**config.mk**
```make
export PLATFORM = sky130hd
export DESIGN_NAME = tinyalu_arbiter
export DESIGN_NICKNAME = d
export VERILOG_FILES = /design/src/rtl/tinyalu_arbiter.sv
export SDC_FILE = /design/constraint.sdc
export NUM_CORES = 1
export LEC_CHECK = 0
export ABC_AREA = 1
export CORE_MARGIN = 8
export CORE_UTILIZATION = 44
export CTS_CLUSTER_SIZE = 40
export DETAILED_ROUTE_END_ITERATION = 12
export GPL_ROUTABILITY_DRIVEN = 0
export GPL_TIMING_DRIVEN = 0
export PLACE_DENSITY = 0.95
export SLEW_MARGIN = 20
export SYNTH_ARGS = -nofsm -noshare
export SYNTH_HDL_FRONTEND = slang
export SYNTH_SLANG_ARGS = --single-unit
```
**constraint.sdc**
```tcl
create_clock -name clk -period 5.7 [get_ports clk]
set_input_delay 0.57 -clock clk [delete_from_list [all_inputs] [get_ports clk]]
set_output_delay 0.57 -clock clk [all_outputs]
set_load 0.02 [all_outputs]
```
**src/rtl/tinyalu_arbiter.sv**
```systemverilog
// tinyalu_arbiter: round-robin arbiter sharing one TinyALU among NUM_REQ requesters
//
// Ports:
//   clk, reset_n           clock (rising edge), asynchronous active-low reset
//   req_valid/req_ready    per-requester request and one-hot accept strobe (combinational in IDLE)
//   req_a/req_b/req_op     packed per-requester operands (8b) and opcode (3b), slice i = requester i
//   rsp_valid              one-cycle one-hot response pulse to the granted requester
//   rsp_result/rsp_err     16b result and error flag, valid with rsp_valid
//   grant_id               index of current/last granted requester
//   busy                   high in every state except IDLE
//   alu_a/alu_b/alu_op     operands and opcode towards tinyalu
//   alu_start              start towards tinyalu, held until done
//   alu_done/alu_result    completion and result from tinyalu
//
// Build option: define TINYALU_ARB_TIMEOUT_EN to abort a WAIT that sees no alu_done
// within TIMEOUT cycles (response err=1, result 0).
module tinyalu_arbiter #(
  parameter int NUM_REQ = 4,
  parameter int TIMEOUT = 15,
  localparam int GW = $clog2(NUM_REQ)
) (
  input  logic                 clk,
  input  logic                 reset_n,
  input  logic [NUM_REQ-1:0]   req_valid,
  output logic [NUM_REQ-1:0]   req_ready,
  input  logic [8*NUM_REQ-1:0] req_a,
  input  logic [8*NUM_REQ-1:0] req_b,
  input  logic [3*NUM_REQ-1:0] req_op,
  output logic [NUM_REQ-1:0]   rsp_valid,
  output logic [15:0]          rsp_result,
  output logic                 rsp_err,
  output logic [GW-1:0]        grant_id,
  output logic                 busy,
  output logic [7:0]           alu_a,
  output logic [7:0]           alu_b,
  output logic [2:0]           alu_op,
  output logic                 alu_start,
  input  logic                 alu_done,
  input  logic [15:0]          alu_result
);
  localparam logic [1:0] S_IDLE = 2'd0;
  localparam logic [1:0] S_WAIT = 2'd1;
  localparam logic [1:0] S_NOP  = 2'd2;
  localparam logic [1:0] S_RESP = 2'd3;
  logic [1:0]    state_q, state_d;
  logic [GW-1:0] ptr_q, ptr_d;
  logic [GW-1:0] grant_q, grant_d;
  logic [7:0]    a_q, a_d, b_q, b_d;
  logic [2:0]    op_q, op_d;
  logic [15:0]   res_q, res_d;
  logic          err_q, err_d;
  logic [GW-1:0] win, cand;
  logic          found;
  logic [2:0]    win_op;
`ifdef TINYALU_ARB_TIMEOUT_EN
  localparam int CW = $clog2(TIMEOUT + 1);
  logic [CW-1:0] cnt_q, cnt_d;
`endif
  // Scan from ptr+1 upwards with wrap; the nearest valid requester wins.
  always_comb begin
    found = 1'b0;
    win   = ptr_q;
    cand  = ptr_q;
    for (int k = 1; k <= NUM_REQ; k++) begin
      cand = GW'((int'(ptr_q) + k) % NUM_REQ);
      if (!found && req_valid[cand]) begin
        found = 1'b1;
        win   = cand;
      end
    end
  end
  assign win_op     = req_op[3*int'(win) +: 3];
  assign req_ready  = (state_q == S_IDLE && found) ? NUM_REQ'(1) << win : '0;
  assign rsp_valid  = (state_q == S_RESP) ? NUM_REQ'(1) << grant_q : '0;
  assign rsp_result = res_q;
  assign rsp_err    = err_q;
  assign grant_id   = grant_q;
  assign busy       = state_q != S_IDLE;
  assign alu_a      = a_q;
  assign alu_b      = b_q;
  assign alu_op     = op_q;
  // NOP also pulses start: tinyalu expects a start for no_op but never answers it.
  assign alu_start  = state_q == S_WAIT || state_q == S_NOP;
  always_comb begin
    state_d = state_q;
    ptr_d   = ptr_q;
    grant_d = grant_q;
    a_d     = a_q;
    b_d     = b_q;
    op_d    = op_q;
    res_d   = res_q;
    err_d   = err_q;
`ifdef TINYALU_ARB_TIMEOUT_EN
    cnt_d   = (state_q == S_WAIT) ? cnt_q + 1'b1 : '0;
`endif
    case (state_q)
      S_IDLE: begin
        if (found) begin
          ptr_d   = win;
          grant_d = win;
          a_d     = req_a[8*int'(win) +: 8];
          b_d     = req_b[8*int'(win) +: 8];
          op_d    = win_op;
          res_d   = '0;
          err_d   = win_op > 3'd4;
          state_d = (win_op == 3'd0) ? S_NOP : (win_op > 3'd4) ? S_RESP : S_WAIT;
        end
      end
      S_WAIT: begin
        if (alu_done) begin
          res_d   = alu_result;
          state_d = S_RESP;
        end
`ifdef TINYALU_ARB_TIMEOUT_EN
        else if (cnt_q == CW'(TIMEOUT - 1)) begin
          err_d   = 1'b1;
          state_d = S_RESP;
        end
`endif
      end
      S_NOP:   state_d = S_RESP;
      default: state_d = S_IDLE;
    endcase
  end
  always_ff @(posedge clk or negedge reset_n) begin
    if (!reset_n) begin
      state_q <= S_IDLE;
      ptr_q   <= GW'(NUM_REQ - 1);
      grant_q <= '0;
      a_q     <= '0;
      b_q     <= '0;
      op_q    <= '0;
      res_q   <= '0;
      err_q   <= 1'b0;
    end else begin
      state_q <= state_d;
      ptr_q   <= ptr_d;
      grant_q <= grant_d;
      a_q     <= a_d;
      b_q     <= b_d;
      op_q    <= op_d;
      res_q   <= res_d;
      err_q   <= err_d;
    end
  end
`ifdef TINYALU_ARB_TIMEOUT_EN
  always_ff @(posedge clk or negedge reset_n) begin
    if (!reset_n) cnt_q <= '0;
    else cnt_q <= cnt_d;
  end
`endif
endmodule

```
==> impl_metrics.py <==
metrics = {
    "run_status": {
        "status": "finished, final reports clean",
    },
    "placement": {
        "dp_hpwl_mm": 8.18,
        "portBuffers": 146,
        "dp.cells": 644,
        "place_area_sq_um": 4520,
        "dp_slack_ns": 2.14,
    },
    "setup_path": {
        "crit_path_start_kind": "primary input",
        "r2r_cells": 17,
        "worstPathRequired_ns": 5.13,
        "crit_type": "primary input to output port",
        "crit_arrival_ns": 2.99,
        "r2r-start": "ptr_q[0]$_DFFE_PN1P_",
        "worstSetupEndpointType": "output port",
        "r2r-end": "state_q[1]$_DFFE_PN0P_",
        "cp_max_fo": 10,
        "ff2ff_setup_slack_ns": 3.10,
    },
    "cts": {
        "ctsHoldBuffers": 0,
        "insertion_delay_ns": 0.29,
        "ctsResizeCount": 0,
        "htree_num_levels": 2,
        "clock-sinks": 42,
        "cts_root_buf": "clkbuf_8",
        "cts_tree": "yes",
        "clkTransAtPathRegs_ns": 0.09,
        "cts_setup_buffers": 0,
        "numCtsBuffers": 5,
        "cts.path.max_buffers": 2,
    },
    "route": {
        "wirelength_mm": 9.77,
        "drtIter0Drc": 153,
        "firstDrtPassIters": 4,
        "ant_nets": 0,
        "drcViolationCount": 0,
        "vias": 3200,
        "wl_per_cell_um": 15.0,
        "viasPerCell": 4.91,
    },
    "layout": {
        "utilization_pct": 71.8,
        "design_area_sq_um": 4610,
        "syn2layout_area_growth_pct": 57.0,
        "nFillCells": 516,
        "final-instance-count-excl-fill": 652,
        "mostFrequentLayoutCells": "221 x nand2_1, 145 x clkdlybuf4s50_1, 40 x dfrtp_1",
        "n_antenna_cell": 0,
        "final_net_count": 678,
        "drive_gt1_share_pct": 14.8,
        "final_common_cell": "nand2_1",
    },
    "sta": {
        "hold_violations": 0,
        "layout_setup_ws_ns": 2.14,
        "fin_crit_ns": 3.56,
        "timing.setup.tns_ns": 0,
        "fin_crit_sh_pct": 62.4,
        "whs_ns": 0.234,
        "setup_viol": 0,
        "worst_slew_pin_slew_ns": 0.496,
        "fmax_mhz": 281,
        "clock_skew_ns": 0.0119,
        "slew_headroom_pct": 66.9,
        "rsz0062_at_grt": "false",
        "slew_viol_final": 0,
    },
    "min_path": {
        "hold_class": "primary input to asynchronous set/reset pin",
    },
    "synth": {
        "syn_area_sq_um": 2940,
        "ys_ff_latch": 42,
        "ys.warnings.count": 0,
        "synth_nets": 524,
        "synth.yosys.seq_area_share_pct": 35.9,
        "syn_avg_cell_area_sq_um": 6.99,
        "syn_inst": 420,
        "ys_types": 28,
    },
    "floorplanning": {
        "fp.dieW_um": 97.7,
        "ioPinCount": 147,
        "rows": 29,
        "die_h_um": 97.7,
        "start_util_pct": 45.7,
        "fp.dieArea_sq_um": 9550,
        "core-area_sq_um": 6420,
    },
    "global_route": {
        "grt_pass1_wl_mm": 16.3,
        "antenna_found_initial": 0,
        "grt_start_max_net_pins": 25,
        "overflow": 0,
        "grt.total_usage_pct": 20.3,
        "grt_pass1_vias": 3419,
    },
    "power": {
        "p_leak_nw": 2.25,
        "max-vdd-ir-drop_mv": 0.395,
        "power.total_mw": 2.95,
        "pwr_density_cell_nw_per_um2": 639,
    },
    "flow_run": {
        "maxCapViolCount": 0,
    },
}
==> registers in the layout, summed over array words and instances (netlist names) <==
signal / flops
rsp_result: 16
grant_id: 2
alu_b: 8
state_q: 2
rsp_err: 1
alu_a: 8
ptr_q: 2
alu_op: 3
==> metal layers <==
metal	vias to the layer above	track usage (%)	wire length, um
met1	1469	22.5	3910
met2	111	37.5	5130
met3	2	6.88	699
met5	-	0	0
met4	0	2.64	27
li1	1618	-	-
==> where the power goes <==
part,internal [mW],switching [mW]
Combinational,0.850,1.39
Clock,0.0886,0.112
Sequential,0.429,0.0817
==> Yosys cell counts <==
cell | number | area, sq um
nand2_1 | 221 | 830
dfrtp_1 | 40 | 1000
nand3_1 | 35 | 175
nand2_2 | 22 | 138
inv_1 | 14 | 52.6
o21ai_2 | 14 | 123
o21ai_0 | 9 | 45.0
nor2_1 | 7 | 26.3
buf_2 | 6 | 30.0
buf_6 | 6 | 67.6
ha_1 | 5 | 62.6
inv_2 | 5 | 18.8
nand2_4 | 5 | 56.3
nand3_2 | 5 | 50.1
nor3_1 | 4 | 20.0
nand3b_1 | 3 | 22.5
nor2_8 | 3 | 60.1
a21oi_1 | 2 | 10.0
buf_4 | 2 | 15.0
clkbuf_1 | 2 | 7.51
dfstp_2 | 2 | 52.6
o21ai_1 | 2 | 10.0
inv_4 | 1 | 6.26
nand3_4 | 1 | 17.5
nand3b_4 | 1 | 20.0
nand4_1 | 1 | 6.26
or2_2 | 1 | 6.26
or2_4 | 1 | 8.76
==> cell type report <==
class                      count  area, sq um  share of cell area (%)
inverter                      20         77.6                    1.68
multi-input combinational    342         1690                    36.6
sequential                    42         1050                    22.8
clock inverter                 3         25.0                   0.543
tap                           77         96.3                    2.09
timing repair buffer         147         1480                    32.2
clock buffer                   5         68.8                    1.49
buffer                        16          120                    2.60
==> critical path: stages <==
cell and delay, ns:
clkdlybuf4s50_1 0.51, nand2_1 0.06, nand2_1 0.12, nand2_1 0.09, nand2_2 0.13, nand2_1 0.10, nand2_1 0.08, nand2_2 0.11
nand2_4 0.15, buf_4 0.19, nand2_1 0.13, nor2_1 0.13, clkdlybuf4s50_1 0.61
==> cell families (layout without fill, tap and decap cells) <==
logic type	after synthesis	after routing	share of synthesized area, %
adders and majority gates	5	5	2.13
buffers and inverters	36	191	6.73
DFF	42	42	35.9
and+or+nand+nor	310	310	48.9
AOI/OAI and AO/OA	27	27	6.39
==> how the worst max path moves through the flow <==
stage                                    start            to  slack [ns]  cells past startpoint
final                             req_valid[2]  req_ready[1]        2.14                     13
after global routing              req_valid[2]  req_ready[1]        1.95                     13
after CTS                         req_valid[2]  req_ready[1]        2.14                     13
after detailed placement          req_valid[2]  req_ready[1]        2.14                     13
after global placement            req_valid[2]  req_ready[1]        2.18                     13
after floorplan           ptr_q[0]$_DFFE_PN1P_  req_ready[1]        3.22                     12
Power figures use the tool's default switching activity.
